## config.mk

```make
export PLATFORM = sky130hd
export DESIGN_NAME = fios_result_collector
export DESIGN_NICKNAME = d
export VERILOG_FILES = /design/src/rtl/fios_pkg.sv /design/src/rtl/fios_word_subtractor.sv /design/src/rtl/fios_result_collector.sv
export SDC_FILE = /design/constraint.sdc
export NUM_CORES = 1
export LEC_CHECK = 0
export BUFFER_PORTS_ARGS = -buffer_cell sky130_fd_sc_hd__buf_2
export CELL_PAD_IN_SITES_DETAIL_PLACEMENT = 0
export CELL_PAD_IN_SITES_GLOBAL_PLACEMENT = 1
export CORE_ASPECT_RATIO = 0.5
export CORE_MARGIN = 3
export CORE_UTILIZATION = 41
export CTS_CLUSTER_DIAMETER = 40
export DETAILED_ROUTE_END_ITERATION = 10
export GPL_ROUTABILITY_DRIVEN = 0
export GPL_TIMING_DRIVEN = 0
export PLACE_DENSITY_LB_ADDON = 0.1
export SLEW_MARGIN = 20
export SYNTH_ARGS = -nofsm -noshare
export SYNTH_HDL_FRONTEND = slang
export SYNTH_SLANG_ARGS = --single-unit
```

## constraint.sdc

```tcl
create_clock -name clock_i -period 7.8 [get_ports clock_i]
set_input_delay 2.34 -clock clock_i [delete_from_list [all_inputs] [get_ports clock_i]]
set_output_delay 2.34 -clock clock_i [all_outputs]
set_load 0.1 [all_outputs]
```

## src/rtl/fios_pkg.sv

```systemverilog
// Shared types and constants for the FIOS Montgomery result path.
package fios_pkg;

    localparam int DEFAULT_WORD_WIDTH = 17;
    localparam int DEFAULT_WORD_COUNT = 8;

    typedef enum logic [1:0] {
        IDLE    = 2'd0,
        COLLECT = 2'd1,
        DONE    = 2'd2
    } collector_state_t;

    // A counter is always at least one bit wide, even for a single-word product.
    function automatic int word_count_bits(input int n);
        return (n <= 2) ? 1 : $clog2(n);
    endfunction

endpackage

```

## src/rtl/fios_word_subtractor.sv

```systemverilog
// Word-serial subtractor: diff = a - b - borrow, where the borrow is carried between words in a register.
module fios_word_subtractor
    import fios_pkg::*;
#(
    parameter int WORD_WIDTH = DEFAULT_WORD_WIDTH
) (
    input  logic                  clock_i,
    input  logic                  reset_i,
    input  logic                  clear_i,
    input  logic                  en_i,
    input  logic [WORD_WIDTH-1:0] a_i,
    input  logic [WORD_WIDTH-1:0] b_i,
    output logic [WORD_WIDTH-1:0] diff_o,
    output logic                  borrow_o
);

    logic                borrow_q, borrow_d;
    logic [WORD_WIDTH:0] full_diff;

    // The extra top bit of the widened difference is the borrow out of this word.
    always_comb begin
        full_diff = {1'b0, a_i} - {1'b0, b_i} - {{WORD_WIDTH{1'b0}}, borrow_q};
        diff_o    = full_diff[WORD_WIDTH-1:0];
        borrow_o  = full_diff[WORD_WIDTH];
        borrow_d  = borrow_q;
        if (clear_i) begin
            borrow_d = 1'b0;
        end else if (en_i) begin
            borrow_d = full_diff[WORD_WIDTH];
        end
    end

    always_ff @(posedge clock_i or posedge reset_i) begin
        if (reset_i) begin
            borrow_q <= 1'b0;
        end else begin
            borrow_q <= borrow_d;
        end
    end

endmodule

```

## src/rtl/fios_result_collector.sv

```systemverilog
// Reassembles the PE chain's word-serial result stream into one product and hands it over via valid/ready.
// Define FIOS_FINAL_SUB_EN to add the word-serial conditional final subtraction of p.
module fios_result_collector
    import fios_pkg::*;
#(
    parameter int WORD_WIDTH = DEFAULT_WORD_WIDTH,
    parameter int WORD_COUNT = DEFAULT_WORD_COUNT
) (
    input  logic                             clock_i,
    input  logic                             reset_i,
    input  logic                             start_i,
    input  logic                             res_valid_i,
    input  logic [WORD_WIDTH-1:0]            res_i,
    input  logic [WORD_WIDTH-1:0]            p_i,
    output logic [WORD_COUNT*WORD_WIDTH-1:0] result_o,
    output logic                             result_valid_o,
    input  logic                             result_ready_i,
    output logic                             busy_o,
    output logic                             overrun_o
);

    localparam int CW = word_count_bits(WORD_COUNT);
    localparam int RW = WORD_COUNT * WORD_WIDTH;
    localparam logic [CW-1:0] LAST_IDX = CW'(WORD_COUNT - 1);

    collector_state_t state_q, state_d;
    logic [CW-1:0]    cnt_q, cnt_d;
    logic [RW-1:0]    raw_q, raw_d;
    logic             valid_q, valid_d;
    logic             busy_q, busy_d;
    logic             overrun_q, overrun_d;
    logic             word_we;
    logic             last_word;

    assign last_word = (cnt_q == LAST_IDX);

    always_ff @(posedge clock_i or posedge reset_i) begin
        if (reset_i) begin
            state_q   <= IDLE;
            cnt_q     <= '0;
            raw_q     <= '0;
            valid_q   <= 1'b0;
            busy_q    <= 1'b0;
            overrun_q <= 1'b0;
        end else begin
            state_q   <= state_d;
            cnt_q     <= cnt_d;
            raw_q     <= raw_d;
            valid_q   <= valid_d;
            busy_q    <= busy_d;
            overrun_q <= overrun_d;
        end
    end

    // A start in DONE only counts when the handshake completes in the same cycle.
    always_comb begin
        state_d = state_q;
        unique case (state_q)
            IDLE: begin
                if (start_i) state_d = COLLECT;
            end
            COLLECT: begin
                if (!start_i && res_valid_i && last_word) state_d = DONE;
            end
            DONE: begin
                if (valid_q && result_ready_i) state_d = start_i ? COLLECT : IDLE;
            end
            default: state_d = IDLE;
        endcase
    end

    always_comb begin
        cnt_d     = cnt_q;
        raw_d     = raw_q;
        overrun_d = overrun_q;
        word_we   = 1'b0;
        unique case (state_q)
            IDLE: begin
                if (start_i) begin
                    cnt_d     = '0;
                    overrun_d = 1'b0;
                end
            end
            COLLECT: begin
                if (start_i) begin
                    cnt_d = '0;
                end else if (res_valid_i) begin
                    word_we = 1'b1;
                    raw_d[int'(cnt_q)*WORD_WIDTH +: WORD_WIDTH] = res_i;
                    cnt_d = last_word ? '0 : cnt_q + CW'(1);
                end
            end
            DONE: begin
                if (res_valid_i) overrun_d = 1'b1;
                if (valid_q && result_ready_i && start_i) begin
                    cnt_d     = '0;
                    overrun_d = 1'b0;
                end
            end
            default: ;
        endcase
        valid_d = (state_d == DONE);
        busy_d  = (state_d != IDLE);
    end

    assign result_valid_o = valid_q;
    assign busy_o         = busy_q;
    assign overrun_o      = overrun_q;

`ifdef FIOS_FINAL_SUB_EN
    logic [WORD_WIDTH-1:0] diff_word;
    logic                  borrow_out;
    logic [RW-1:0]         diff_q, diff_d;
    logic                  sel_diff_q, sel_diff_d;

    fios_word_subtractor #(
        .WORD_WIDTH(WORD_WIDTH)
    ) u_sub (
        .clock_i (clock_i),
        .reset_i (reset_i),
        .clear_i (start_i),
        .en_i    (word_we),
        .a_i     (res_i),
        .b_i     (p_i),
        .diff_o  (diff_word),
        .borrow_o(borrow_out)
    );

    // No final borrow means result >= p, so the reduced words are the answer.
    always_comb begin
        diff_d     = diff_q;
        sel_diff_d = sel_diff_q;
        if (word_we) begin
            diff_d[int'(cnt_q)*WORD_WIDTH +: WORD_WIDTH] = diff_word;
            if (last_word) sel_diff_d = ~borrow_out;
        end
    end

    always_ff @(posedge clock_i or posedge reset_i) begin
        if (reset_i) begin
            diff_q     <= '0;
            sel_diff_q <= 1'b0;
        end else begin
            diff_q     <= diff_d;
            sel_diff_q <= sel_diff_d;
        end
    end

    assign result_o = sel_diff_q ? diff_q : raw_q;
`else
    logic unused_p;
    assign unused_p = ^p_i;
    assign result_o = raw_q;
`endif

endmodule

```

Word-level counts from Yosys, hierarchy flattened --
Cells that the tools add are included.
Word-level totals: register bits 144, input port bits 39, output and inout port bits 139, logic and storage cells 48
Operators by class: add/subtract/negate cells 2, multiply operators 1, equal/unequal tests 8, shift operators 2, muxes and demuxes 16, bitwise gates (word level) 1, reduce and logical (&&, ||, !) cells 12
Operators by type and width (number):
- 136-bit bitwise mux | 1
- 17-bit by 33-bit variable shift with 136-bit output, first input constant | 1
- 17-bit by 33-bit indexed part select with 136-bit output | 1
- 8-bit negation with 33-bit output | 1
- 3-bit two-way mux | 5
- 3-bit case mux with 3 select lines | 1
- 3-bit by 5-bit multiplier with 8-bit output, second input constant | 1
- 2-bit two-way mux | 3
- 3-bit inequality test, second input constant | 2
- 2-bit case mux with 3 select lines | 1
- 3-bit AND reduction | 2
- 2-bit == test, second input constant | 2
- 1-bit logical AND | 4
- 1-bit two-way mux | 4
- 2-bit inequality test, second input constant | 2
- 4-bit AND reduction | 1
- 2-bit nonzero test | 2
- 3-bit by 1-bit adder with 3-bit output, second input constant | 1
- 3-bit == test, second input constant | 1
- 3-bit nonzero test | 1
- 2-bit by 1-bit == test with 1-bit output, second input constant | 1
- 2-bit zero test | 1
- 1-bit case mux with 2 select lines | 1
- 1-bit zero test | 1
- 1-bit inverter | 1

Logic depth before layout (Yosys ltp) --
Gate-level depths: netlist of run 1.
depth in word-level cells 6, depth in mapped cells 9, gate-level depth less buffers 5

Least setup slack after synthesis of run 1 --
Ideal clock, no wire load.
path type input to register, start point input port start_i, end point register raw_q[102] (netlist: result_o[102]), setup time 125 ps, data arrival time 3594 ps, data required time 7675 ps, path slack 4080 ps, stages 6, buffers on the path 3, cell sequence nor4bb_1 > buf_4 > and3_1 > buf_4 > buf_6 > mux2_2
Between the ends: longest elaborated chain between the ends 2
Ends and longest elaborated chain:
- from (decl) | RTL line fios_result_collector.sv:11 | input logic start_i,
- 1-bit inverter (no source line)
- 3-bit AND reduction (no source line)
- to (signal assigned) | RTL line fios_result_collector.sv:48 | raw_q <= raw_d;
- to (decl) | RTL line fios_result_collector.sv:28 | logic [RW-1:0] raw_q, raw_d;
Every way passes these cells. A chain may end at the register's enable or synchronous reset.

Final worst setup path of run 1 --
start point input port start_i, end point register raw_q[108] (netlist: result_o[108])
The elaborated chain is that of the path after synthesis.

==> results of run 1 <==
==> area by class of cell <==
type                            count  share of cell area
Inverter                            6             0.00391
Multi-Input combinational cell    230               0.291
Buffer                             20              0.0173
Tap cell                          192              0.0312
Timing Repair Buffer              161               0.108
Clock inverter                     13              0.0243
Clock buffer                       18              0.0558
Sequential cell                   144               0.469
==> Yosys cell counts, drive strengths merged <==
master	n
nand2	3
nor2	2
inv	6
o211ai	1
buf	12
or2	1
o21ai	3
and2	19
nand4b	1
dfrtp	144
ha	5
nand2b	1
mux2i	2
mux2	137
a31oi	2
o221ai	2
clkbuf	8
xnor2	1
nor3b	2
nor2b	2
a21oi	1
and3	36
nand4	1
nand3	4
xor2	1
or4	1
or4b	1
nor4bb	1
==> logic make-up (layout without fill, tap and decap cells) <==
kind of cell,count (synthesis),after routing,synth area share
AND/OR/NAND/NOR,75,75,0.0860
XOR/XNOR,2,2,0.00417
flip-flops,144,144,0.601
buffers and inverters,26,218,0.0259
adder cells (fa/ha/maj),5,5,0.0104
multiplexers,139,139,0.261
AO/OA/AOI/OAI,9,9,0.0119
==> worst reg2reg max path, stage by stage, from the launching register on <==
cell	delay, ps
dfrtp_1	450
clkbuf_1	360
clkbuf_1	410
inv_1	170
ha_1	350
clkbuf_1	390
nor2_1	200
o211ai_4	220
buf_2	340
mux2_2	360
==> metrics by stage <==
| stage | instances | util | cell area [um^2] |
|---|---|---|---|
| final | 784 | 0.552 | 7690 |
| after detailed placement | 753 | 0.508 | 7070 |
| after global placement | 752 | 0.505 | 7040 |
| after floorplan | 400 | - | 6000 |
| after global routing | 784 | 0.552 | 7690 |
| after CTS | 784 | 0.552 | 7690 |
==> routing by layer <==
layer,routed length (um),track usage,vias to the layer above
met4,149,0.0490,0
met2,6830,0.295,88
met5,0,0,-
met3,733,0.0455,15
met1,6530,0.254,2003
li1,-,-,1789
==> flip-flops by register name (all words and copies together) (netlist names) <==
register / flops
busy_o: 1
cnt_q: 3
overrun_o: 1
result_o: 136
result_valid_o: 1
state_q: 2
==> path summary, 6_finish.rpt <==
path                                  to        start  cells past startpoint
min reg2reg                  result_o[2]  result_o[2]                      1
max reg2reg                 result_o[75]     cnt_q[0]                      9
max                        result_o[108]      start_i                      7
min in group asynchronous   result_o[49]      reset_i                      2
max in group asynchronous   result_o[37]      reset_i                      3
min                          result_o[2]  result_o[2]                      1
==> results.cfg, run 1 <==
[setup_path]
slowest_stage = mux2_2
reg2reg_slack_ps = 4430
crit_buf_inv = 4
startpoint_type = primary input
crit_family = buffers and inverters
end_kind = register
cp_max_fo = 10
max_stage_delay_ps = 350
path_cells = buf_2, nor4bb_1, buf_4, and3_1, buf_4, buf_6, mux2_2
critPathArrivalTime_ps = 3930
path_common_cell = buf_4
worst_ep_required_time_ps = 8100
crit_type = in -> reg

[cells_and_area]
multi_input_area_mm2 = 0.00224
fill_cells = 1267
syn_to_final_growth_pct = 28.2
layout.cells.most_common = buf_2
nets = 624
n_antenna_cell = 0
layout.area.seq_mm2 = 0.00360
final_cell_mix = 164 x buf_2, 144 x dfrtp_1, 136 x mux2_2
drive_above_1_share = 0.590

[route]
vias_per_cell = 4.97
drt-initial-drc-count = 176
wl_per_cell_um = 18.2
vias = 3895
drt_first_pass_iters = 4
drcViolationCount = 0
drt-total-wl_um = 14200
ant_nets = 0

[cts]
cts_tree = built
path_clk_slew_ps = 70
cts.htree.levels = 4
cts-root-buf = clkbuf_16
cts_buffer_depth = 2
cts_hold_buf = 0
postCtsSetupBuffers = 0
cts_resized = 0
clkLatencyLatePin_ps = 420
clock_sinks = 144
cts_buffers = 17

[timing]
rsz0062_at_grt = false
fmax_mhz = 276
slew_violations = 0
setup_tns_ps = 0
clock_skew_ps = 8.72
holdWs_ps = 499
setup_viol = 0
setup_slack_ps = 4170
finalHoldViolCount = 0
finalCritPeriodShare = 0.465
fin_crit_ps = 3630
worst_pin_slew_ps = 580
relSlewSlack = 0.613

[min_path]
worstHoldPathType = reg -> reg

[placed_design]
post-place-ws_ps = 3730
portBuffers = 160
hpwl_um = 10500

[synth]
yosys_warnings = 0
seq_area_frac_synth = 0.601
ys_ff_latch = 144
synth.area.top_cells = dfrtp_1 60%, mux2_2 26%, and3_1 3.8%
syn_area_mm2 = 0.00600
synth_top_area_cell = dfrtp_1
avgSynthCellArea_um2 = 15.0
ys_types = 32
netlist.area_leader.share = 0.601
syn_inst = 400
synth_fp_nets = 444

[die]
dieHeight_um = 91.5
io_pins = 178
design.die.area_mm2 = 0.0162
coreArea_mm2 = 0.0139
start_util = 0.431
dieWidth_um = 177
num_rows = 30

[grt]
first_global_vias = 4060
grt_max_degree = 93
grt_antenna_before_repair = 0
grt_pass1_wl_um = 23100
grt.overflow.total = 0
grt_usage = 0.185

[flow_run]
maxCapViolCount = 0

[outcome]
status = finished clean
Power of run 1 is left out: the tool's default activity adds up to more than one toggle a clock period on the data nets, which glitch-free logic cannot reach.
==> run 2, diff against run 1 <==
CORE_UTILIZATION = 37   (was 41)
clock period = 2.9 ns   (was 7.8 ns; I/O delays follow)
==> run 2 against run 1 <==
Effect of this change: count of clock-buffer cells in the layout up 2; via count up 0.33%; flip-flop and latch count unchanged; final cell count up 2.0%; register-to-register slack worse by 4200 ps; first-iteration DRC count down 38%; highest routed layer unchanged; die area up 10%; sequential share of layout area down 0.39 points; utilization down 5.5 points.
==> results.cfg, run 2 (synthesized netlist as in run 1, its figures left out) <==
[outcome]
status = finished clean

[die]
dieHeight_um = 96.0
dieWidth_um = 186
design.die.area_mm2 = 0.0179
io_pins = 178
coreArea_mm2 = 0.0156
start_util = 0.384
num_rows = 32

[grt]
grt_max_degree = 34
grt.overflow.total = 0
grt_antenna_before_repair = 0
first_global_vias = 4063
grt_pass1_wl_um = 23200
grt_usage = 0.174

[min_path]
worstHoldPathType = reg -> reg
hold_depth = 1
holdPathEnd = result_o[135]
min_from = result_o[135]

[setup_path]
end_kind = register
worst_ep_required_time_ps = 3200
cp_max_fo = 10
startpoint_type = register
crit_type = reg -> reg
r2r-end = result_o[0]
reg2reg_slack_ps = 270
critPathArrivalTime_ps = 2930
reg2reg_from = cnt_q[0]
reg2reg_depth = 9

[timing]
finalCritPeriodShare = 0.908
finalHoldViolCount = 0
relSlewSlack = 0.569
worst_pin_slew_ps = 646
fmax_mhz = 380
clock_skew_ps = 10.9
rsz0062_at_grt = false
slew_violations = 0
fin_crit_ps = 2630
setup_viol = 0

[placed_design]
hpwl_um = 11200
portBuffers = 160
dp_cells = 768

[flow_run]
maxCapViolCount = 0

[cells_and_area]
drive_above_1_share = 0.606
largest_reg_flops = 136
syn_to_final_growth_pct = 29.3
final_cell_mix = 164 x buf_2, 143 x dfrtp_1, 136 x mux2_2
layout.cells.most_common = buf_2
fill_cells = 1409
post-route-util = 0.497
layout.area.seq_mm2 = 0.00360
final_cells = 800
multi_input_area_mm2 = 0.00227
nets = 627
n_antenna_cell = 0

[route]
ant_nets = 0
drt-initial-drc-count = 110
vias_per_cell = 4.89
wl_per_cell_um = 18.8
vias = 3908
drcViolationCount = 0
drt-total-wl_um = 15000
drt_first_pass_iters = 4

[cts]
postCtsSetupBuffers = 0
cts_buffers = 17
cts.htree.levels = 4
cts_tree = built
cts_buffer_depth = 2
cts-root-buf = clkbuf_16
clkLatencyLatePin_ps = 420
clock_sinks = 144
path_clk_slew_ps = 60
-- run 2: worst max path at each step --
stage	startpoint	end	slack (ps)	depth (start not counted)
floorplan	reset_i	busy_o	220	1
global placement	reset_i	busy_o	-830	2
detailed placement	cnt_q[0]	result_o[72]	-370	9
CTS	cnt_q[0]	result_o[102]	60	9
global route	cnt_q[0]	result_o[14]	70	9
finish	cnt_q[0]	result_o[0]	270	9
-- run 2: repair_timing --
action                     in CTS  in global routing
resized for setup               6                  6
pin swaps                       0                  2
hold buffers                    0                  0
setup endpoints to repair     117                 51
gates cloned                    0                  0
-- run 2: worst max-delay path, stage by stage, from the launching register on --
cell and delay [ps]:
dfrtp_2 430, clkbuf_2 210, buf_2 240, inv_1 120, ha_2 310, clkbuf_2 210, nor2_2 230, nand4_4 240
buf_6 230, mux2_2 270
-- run 2: area by class of cell --
cell class / count / share of cell area
tap: 204 / 0.0329
inverter: 6 / 0.00339
multi-input combinational: 230 / 0.292
buffer: 20 / 0.0179
timing repair buffer: 164 / 0.114
clock buffer: 20 / 0.0576
clock inverter: 12 / 0.0176
sequential: 144 / 0.465
-- run 2: stage by stage --
step / worst slack (ps) / hold slack (ps) / TNS (ps) / instance area [um^2]
2_1_floorplan: 225 / 515 / 0 / 6000
3_3_place_gp: -826 / 472 / -131810 / 7060
3_5_place_dp: -374 / 481 / -15520 / 7140
4_1_cts: 63.6 / 498 / 0 / 7730
5_1_grt: 73.7 / 506 / 0 / 7750
6_report: 268 / 493 / 0 / 7750
-- run 2: routing by layer --
layer / global-route usage / routed length [um] / vias up
met5: 0 / 0 / -
met4: 0.0557 / 163 / 0
met3: 0.0453 / 715 / 14
met2: 0.275 / 6990 / 95
met1: 0.237 / 7170 / 2012
li1: - / - / 1787
Power of run 2 is left out for the same reason.
==> run 3, diff against run 2 <==
CORE_UTILIZATION = 41   (was 37)
SKIP_LAST_GASP = 1   (was unset)
clock period = 2.7 ns   (was 2.9 ns; I/O delays follow)
==> run 3 against run 2 <==
Effect of this change: flip-flop and latch count is the same; critical path type unchanged; worst hold slack lost 4.5 ps; largest cell class unchanged; clock skew shrank 2.3 ps; global-route usage grew 0.73 points; highest routed layer unchanged.
==> results.cfg, run 3 (synthesized netlist as in run 1, its figures left out) <==
[min_path]
hold_depth = 1
worstHoldPathType = reg -> reg

[setup_path]
crit_type = reg -> reg
max_stage_delay_ps = 460
crit_family = buffers and inverters
worst_ep_required_time_ps = 2990
reg2reg_depth = 9
path_common_cell = clkbuf_4
crit_cells = 9
end_kind = register
cp_max_fo = 10
slowest_stage = dfrtp_2
path_cells = clkbuf_4, clkbuf_4, inv_1, ha_4, xor2_4, and3_1, buf_4, buf_6, mux2_2
crit_buf_inv = 5
startpoint_type = register
critPathArrivalTime_ps = 2840

[cells_and_area]
syn_to_final_growth_pct = 30.4
nets = 630
drive_above_1_share = 0.613
final_design_area_no_fill_mm2 = 0.00782
n_antenna_cell = 0
largest_reg_flops = 136
final_cell_mix = 163 x buf_2, 143 x dfrtp_1, 136 x mux2_2
layout.cells.most_common = buf_2

[cts]
cts_buffers = 17
cts_buffer_depth = 2
cts.htree.levels = 4
cts_tree = built
cts_hold_buf = 0
clkLatencyLatePin_ps = 410
path_clk_slew_ps = 60
clock_sinks = 144
cts-root-buf = clkbuf_16

[timing]
slew_violations = 0
relSlewSlack = 0.530
finalHoldViolCount = 0
fin_crit_ps = 2550
clock_skew_ps = 8.66
worst_pin_slew_ps = 703
rsz0062_at_grt = false
setup_viol = 0
fmax_mhz = 392
finalCritPeriodShare = 0.944

[placed_design]
place_area_mm2 = 0.00712
hpwl_um = 10700
portBuffers = 160

[route]
vias = 3983
ant_nets = 0
drt-initial-drc-count = 144
drt_first_pass_iters = 4
wl_per_cell_um = 18.2
vias_per_cell = 5.04
drt-total-wl_um = 14400
drcViolationCount = 0

[die]
dieWidth_um = 177
io_pins = 178
start_util = 0.431
coreArea_mm2 = 0.0139
num_rows = 30
design.die.area_mm2 = 0.0162
dieHeight_um = 91.5

[grt]
grt_usage = 0.181
grt_pass1_wl_um = 22700
grt_antenna_before_repair = 0
grt.overflow.total = 0
grt_max_degree = 33
first_global_vias = 4022

[flow_run]
maxCapViolCount = 0

[outcome]
status = finished clean
-- run 3: changes by cell type in the layout (fill, tap and decap cells not counted), moves of 2 or more --
| cell | previous run | this run |
|---|---|---|
| buf_4 | 3 | 6 |
| clkbuf_1 | 7 | 4 |
| clkbuf_4 | 0 | 2 |
| clkinvlp_4 | 4 | 2 |
| inv_6 | 1 | 5 |
-- run 3: through the flow --
stage	TNS [ps]	hold WS (ps)	utilization	worst slack [ps]	std cells
4_1_cts	0	494	0.559	48.1	789
6_report	0	489	0.561	150	791
2_1_floorplan	0	515	-	85.0	400
5_1_grt	0	513	0.561	49.5	791
3_5_place_dp	-41360	480	0.511	-626	756
3_3_place_gp	-172040	480	0.506	-935	752
-- run 3: worst paths after layout --
kind                            slack, ps             to          start
worst min register to register        490  result_o[135]  result_o[135]
worst max-delay path                  150  result_o[110]       cnt_q[0]
min in group asynchronous             510   result_o[71]        reset_i
worst min-delay path                  490  result_o[135]  result_o[135]
worst max register to register        150  result_o[110]       cnt_q[0]
max in group asynchronous            1160   result_o[46]        reset_i
-- run 3: metal layers --
layer / vias to the layer above / GRT usage / wire, um / part of all wire
met3: 12 / 0.0422 / 739 / 0.051
li1: 1803 / - / - / -
met2: 94 / 0.287 / 6820 / 0.47
met4: 0 / 0.0509 / 126 / 0.0087
met1: 2074 / 0.251 / 6730 / 0.47
met5: - / 0 / 0 / 0
-- run 3: layout make-up --
type / count / area, um^2
fillers: 1190 / 6110
inverters: 6 / 26.3
repair buffers: 167 / 903
clock buffers: 18 / 439
clock inverters: 14 / 178
well taps: 192 / 240
plain buffers: 20 / 145
multi-input cells: 230 / 2280
flip-flops and latches: 144 / 3600
-- run 3: repair_timing --
item,in CTS,in global routing
setup endpoints to repair,137,50
setup buffers,1,2
pin swaps,2,0
resized for setup,11,6
Power of run 3 is left out for the same reason.
